==> config.mk <==
export PLATFORM = sky130hd
export DESIGN_NAME = golden_nonce_queue
export DESIGN_NICKNAME = d
export VERILOG_FILES = /design/src/rtl/golden_nonce_queue.sv
export SDC_FILE = /design/constraint.sdc
export NUM_CORES = 1
export LEC_CHECK = 0
export ABC_AREA = 1
export BUFFER_PORTS_ARGS = -buffer_cell sky130_fd_sc_hd__clkbuf_2
export CAP_MARGIN = 20
export CORE_MARGIN = 2
export CORE_UTILIZATION = 55
export DETAILED_ROUTE_END_ITERATION = 10
export HOLD_SLACK_MARGIN = 0.08
export PLACE_DENSITY = 0.73
export SYNTH_ARGS = -nofsm -noshare
export SYNTH_HDL_FRONTEND = slang
export SYNTH_SLANG_ARGS = --single-unit
export TNS_END_PERCENT = 10
==> constraint.sdc <==
create_clock -name hash_clk -period 4 [get_ports hash_clk]
set_clock_uncertainty 0.1 [all_clocks]
set_input_delay 0 -clock hash_clk [delete_from_list [all_inputs] [get_ports hash_clk]]
set_output_delay 0 -clock hash_clk [all_outputs]
set_load 0.03 [all_outputs]
==> src/rtl/golden_nonce_queue.sv <==
// rtl/golden_nonce_queue.sv - golden-ticket result FIFO with nonce offset correction (optional GOLDEN_NONCE_DEDUP_EN)
module golden_nonce_queue #(
  parameter logic [31:0] NONCE_OFFSET = 32'd131,
  parameter int          DEPTH_LOG2   = 3,
  parameter int          JOB_W        = 8
) (
  input  logic                  hash_clk,
  input  logic                  reset_n,
  input  logic                  found_valid,
  input  logic [31:0]           found_nonce,
  input  logic [JOB_W-1:0]      job_id,
  input  logic                  flush,
  output logic                  out_valid,
  output logic [31:0]           out_nonce,
  output logic [JOB_W-1:0]      out_job,
  input  logic                  out_ready,
  output logic [DEPTH_LOG2:0]   level,
  output logic [15:0]           drop_count
);

  localparam int DEPTH = 1 << DEPTH_LOG2;
  localparam int PW    = DEPTH_LOG2 + 1;

  logic [31:0]      mem_nonce [DEPTH];
  logic [JOB_W-1:0] mem_job   [DEPTH];

  logic [PW-1:0]    wr_ptr, rd_ptr, wr_next, rd_next, count;
  logic [31:0]      fixed_nonce, head_nonce;
  logic [JOB_W-1:0] head_job;
  logic             full, pop, dup, push_ok, drop;

`ifdef GOLDEN_NONCE_DEDUP_EN
  logic [31:0]      last_nonce;
  logic [JOB_W-1:0] last_job;
  logic             last_valid;
`endif

  // Push/pop decisions, next pointers and the entry that will sit at the head next cycle
  always_comb begin
    fixed_nonce = found_nonce - NONCE_OFFSET;
    count       = wr_ptr - rd_ptr;
    full        = count[DEPTH_LOG2];
    pop         = out_valid & out_ready;
`ifdef GOLDEN_NONCE_DEDUP_EN
    dup = last_valid && (last_nonce == fixed_nonce) && (last_job == job_id);
`else
    dup = 1'b0;
`endif
    push_ok = found_valid & ~flush & ~dup & (~full | pop);
    drop    = found_valid & ~flush & ~dup & full & ~pop;
    wr_next = wr_ptr + PW'(push_ok);
    rd_next = rd_ptr + PW'(pop);
    // The slot being written this cycle becomes the head only when the FIFO drains to it
    if (push_ok && (wr_ptr == rd_next)) begin
      head_nonce = fixed_nonce;
      head_job   = job_id;
    end else begin
      head_nonce = mem_nonce[rd_next[DEPTH_LOG2-1:0]];
      head_job   = mem_job[rd_next[DEPTH_LOG2-1:0]];
    end
  end

  // Entry storage; contents need no reset since pointers define validity
  always_ff @(posedge hash_clk) begin
    if (reset_n && push_ok) begin
      mem_nonce[wr_ptr[DEPTH_LOG2-1:0]] <= fixed_nonce;
      mem_job[wr_ptr[DEPTH_LOG2-1:0]]   <= job_id;
    end
  end

  // Pointers plus registered head/level outputs
  always_ff @(posedge hash_clk) begin
    if (!reset_n) begin
      wr_ptr    <= '0;
      rd_ptr    <= '0;
      out_valid <= 1'b0;
      out_nonce <= '0;
      out_job   <= '0;
      level     <= '0;
    end else if (flush) begin
      wr_ptr    <= '0;
      rd_ptr    <= '0;
      out_valid <= 1'b0;
      level     <= '0;
    end else begin
      wr_ptr    <= wr_next;
      rd_ptr    <= rd_next;
      level     <= wr_next - rd_next;
      out_valid <= (wr_next != rd_next);
      if (wr_next != rd_next) begin
        out_nonce <= head_nonce;
        out_job   <= head_job;
      end
    end
  end

  // Saturating count of results lost to a full FIFO; survives flush
  always_ff @(posedge hash_clk) begin
    if (!reset_n) begin
      drop_count <= '0;
    end else if (drop && (drop_count != 16'hFFFF)) begin
      drop_count <= drop_count + 16'd1;
    end
  end

`ifdef GOLDEN_NONCE_DEDUP_EN
  // Remember the last accepted result so a re-flagged ticket is ignored
  always_ff @(posedge hash_clk) begin
    if (!reset_n || flush) begin
      last_valid <= 1'b0;
      last_nonce <= '0;
      last_job   <= '0;
    end else if (push_ok) begin
      last_valid <= 1'b1;
      last_nonce <= fixed_nonce;
      last_job   <= job_id;
    end
  end
`endif

endmodule
==> out/metrics.yaml <==
fillers: 2385
grt_max_degree: 131
setup_viol: 0
die_y_microns: 181
synth_top_area_frac: 0.558
yosysUniqueCellTypes: 40
floorplan.initialDensity: 0.561
tns_ps: 0
dieArea_sq_um: 32700
arrival_ps: 4010
area_growth_pct: 15.8
maxSlewHeadroom: 0.382
synth_ff_type: "edfxtp_1"
grt_overflow: 0
cp-start-kind: "register"
clk_root_buffer_cell: "clkbuf_16"
cts_max_path_buffers: 3
grt_pass1_vias: 12600
worstPathRequired_ps: 4330
antenna_cells: 0
mostFrequentLayoutCell: "nand2_1"
leakage_nw: 7.69
multi_input_area_sq_um: 5490
clkTransAtPathRegs_ps: 60
drc: 0
synth_top_cell_by_area: "edfxtp_1"
tritoncts: "yes"
total_power_mw: 8.92
hold_class: "in -> reg"
vias_per_cell: 5.67
placed_area_sq_um: 18100
track_usage: 0.268
fp.dieW_microns: 181
ys_seq_elements: 389
wl_per_cell_microns: 19.3
finalCriticalPeriod_ps: 3680
drt_pre_antenna_iters: 5
finalCritPeriodShare: 0.920
dp_hpwl_microns: 25100
worst_pin_slew_ps: 924
drtIter0Drc: 1304
status: "complete, no violations"
postCtsSetupRepairBufs: 0
htree_levels: 2
clkLatencyLatePin_ps: 550
synth_area_leaders: "edfxtp_1 (56%), nand2_1 (8.6%), dfxtp_1 (8.0%)"
synth.net_count: 1797
irDropWorstVdd_uv: 392
powerDensity_nw_per_um2: 447
crit_fanout: 36
finalWirelength_microns: 44300
hold_viol: 0
maxCapViolCount: 0
detail-route-antenna-nets: 0
gp_congestion: 0.922
antenna_found_initial: 0
vias: 13000
ys_seq_area_frac: 0.639
regArea_sq_um: 11000
fin_nets: 1926
path_class: "reg -> reg"
cp-end-kind: "register"
report.final.slew_viol_count: 0
ys_async_sr_fraction: 0
rows: 64
avgSynthCellArea_sq_um: 9.90
clock-sinks: 389
ioPinCount: 106
post-route-util: 0.650
core_area_sq_um: 30700
syn_area_sq_um: 17200
cts_buffers: 41
fin_area_sq_um: 19900
synth_edf_count: 320
grt_setup_unrepaired: "no"
synthCells: 1739
grt_pass1_wl_microns: 68900
layout-drive-gt1-share: 0.125
fmax_mhz: 272
port_buffers: 105
yosys_warnings: 0
final_cell_mix: "nand2_1 (395), edfxtp_1 (320), nor2_1 (297), o21ai_0 (179), clkbuf_2 (105)"
cells by family (layout without fill, tap and decap cells):
family / after synthesis / after routing / share of synthesized area
AOI/OAI and AO/OA: 312 / 312 / 0.0971
xor gates and xnor gates: 22 / 22 / 0.0112
adders and majority gates: 13 / 13 / 0.00989
buffers and inverters: 192 / 353 / 0.0478
DFF: 389 / 389 / 0.639
and+or+nand+nor: 811 / 812 / 0.195
power breakdown:
group	leakage (nW)	switching, mW	total, mW	internal, mW
Combinational	3.60	0.501	0.705	0.205
Sequential	3.45	0.0398	4.49	4.45
Clock	0.651	1.54	3.72	2.18
Total	7.69	2.08	8.92	6.84
sequential cells by signal, summed over array words and instances, names as in the netlist:
| signal | cells |
|---|---|
| out_nonce | 32 |
| drop_count | 16 |
| out_job | 8 |
| out_valid | 1 |
| mem_nonce | 256 |
| wr_ptr | 4 |
| rd_ptr | 4 |
| level | 4 |
| mem_job | 64 |
synthesized netlist by cell type (2+ instances only):
cell and n:
inv_2 6, xor2_1 14, o21ai_0 179, dfxtp_1 69, nand3b_1 6, a21oi_2 6, nand3_2 9, nand3_4 2
clkinv_1 2, inv_1 98, buf_2 23, o21ai_1 21, o21bai_1 4, a22oi_1 2, nor2_2 3, a21oi_1 45
nand4_1 29, buf_6 8, nand3_1 45, nor3_1 3, xnor2_1 8, nand2_1 396, nor2_1 305, buf_4 3
nand2_2 6, clkbuf_1 50, o22ai_1 54, edfxtp_1 320, ha_1 12
timing repair:
| item | CTS | global route |
|---|---|---|
| setup endpoints to repair | 0 | 4 |
| hold endpoints to repair | 344 | 0 |
| hold buffers | 47 | 0 |
| resized for setup | 0 | 2 |
per-stage QoR:
step	setup WS (ps)	cells	hold slack [ps]
floorplan	223	1739	-1.13
global placement	604	2173	203
detailed placement	440	2173	212
CTS	197	2296	92.1
global route	53.7	2297	152
finish	320	2297	111
metal layers:
| layer | part of all wire | wire length (microns) | vias up | global-route usage |
|---|---|---|---|---|
| li1 | - | - | 6184 | - |
| met1 | 0.40 | 17700 | 6248 | 0.345 |
| met2 | 0.50 | 22400 | 504 | 0.470 |
| met3 | 0.066 | 2920 | 93 | 0.0333 |
| met4 | 0.030 | 1340 | 0 | 0.0897 |
| met5 | 0 | 0 | - | 0 |
cell type report:
| class | count | area share |
|---|---|---|
| sequential | 389 | 0.551 |
| multi-input combinational | 1159 | 0.275 |
| timing repair buffer | 170 | 0.0605 |
| clock buffer | 57 | 0.0585 |
| tap | 396 | 0.0249 |
| inverter | 107 | 0.0206 |
| clock inverter | 19 | 0.00885 |
path summary, 6_finish.rpt:
| check | slack, ps | to | cells past startpoint | from |
|---|---|---|---|---|
| setup / recovery | 320 | out_nonce[30] | 13 | out_valid |
| hold / removal | 110 | mem_nonce[0][7] | 3 | found_nonce[7] |
| setup reg to reg | 320 | out_nonce[30] | 13 | out_valid |
| hold reg to reg | 420 | out_nonce[16] | 2 | out_nonce[16] |
critical path, stage by stage (launching register included):
cell and delay [ps]:
dfxtp_1 370, nand2_1 130, inv_1 80, ha_4 540
inv_4 240, nand2_1 110, nand2_1 60, nor2_1 120
nand2_2 100, nor2_8 320, nand3_4 440, a21oi_1 300
a21oi_1 90, dlygate4sd3_1 550
(Power assumes the default switching activity.)
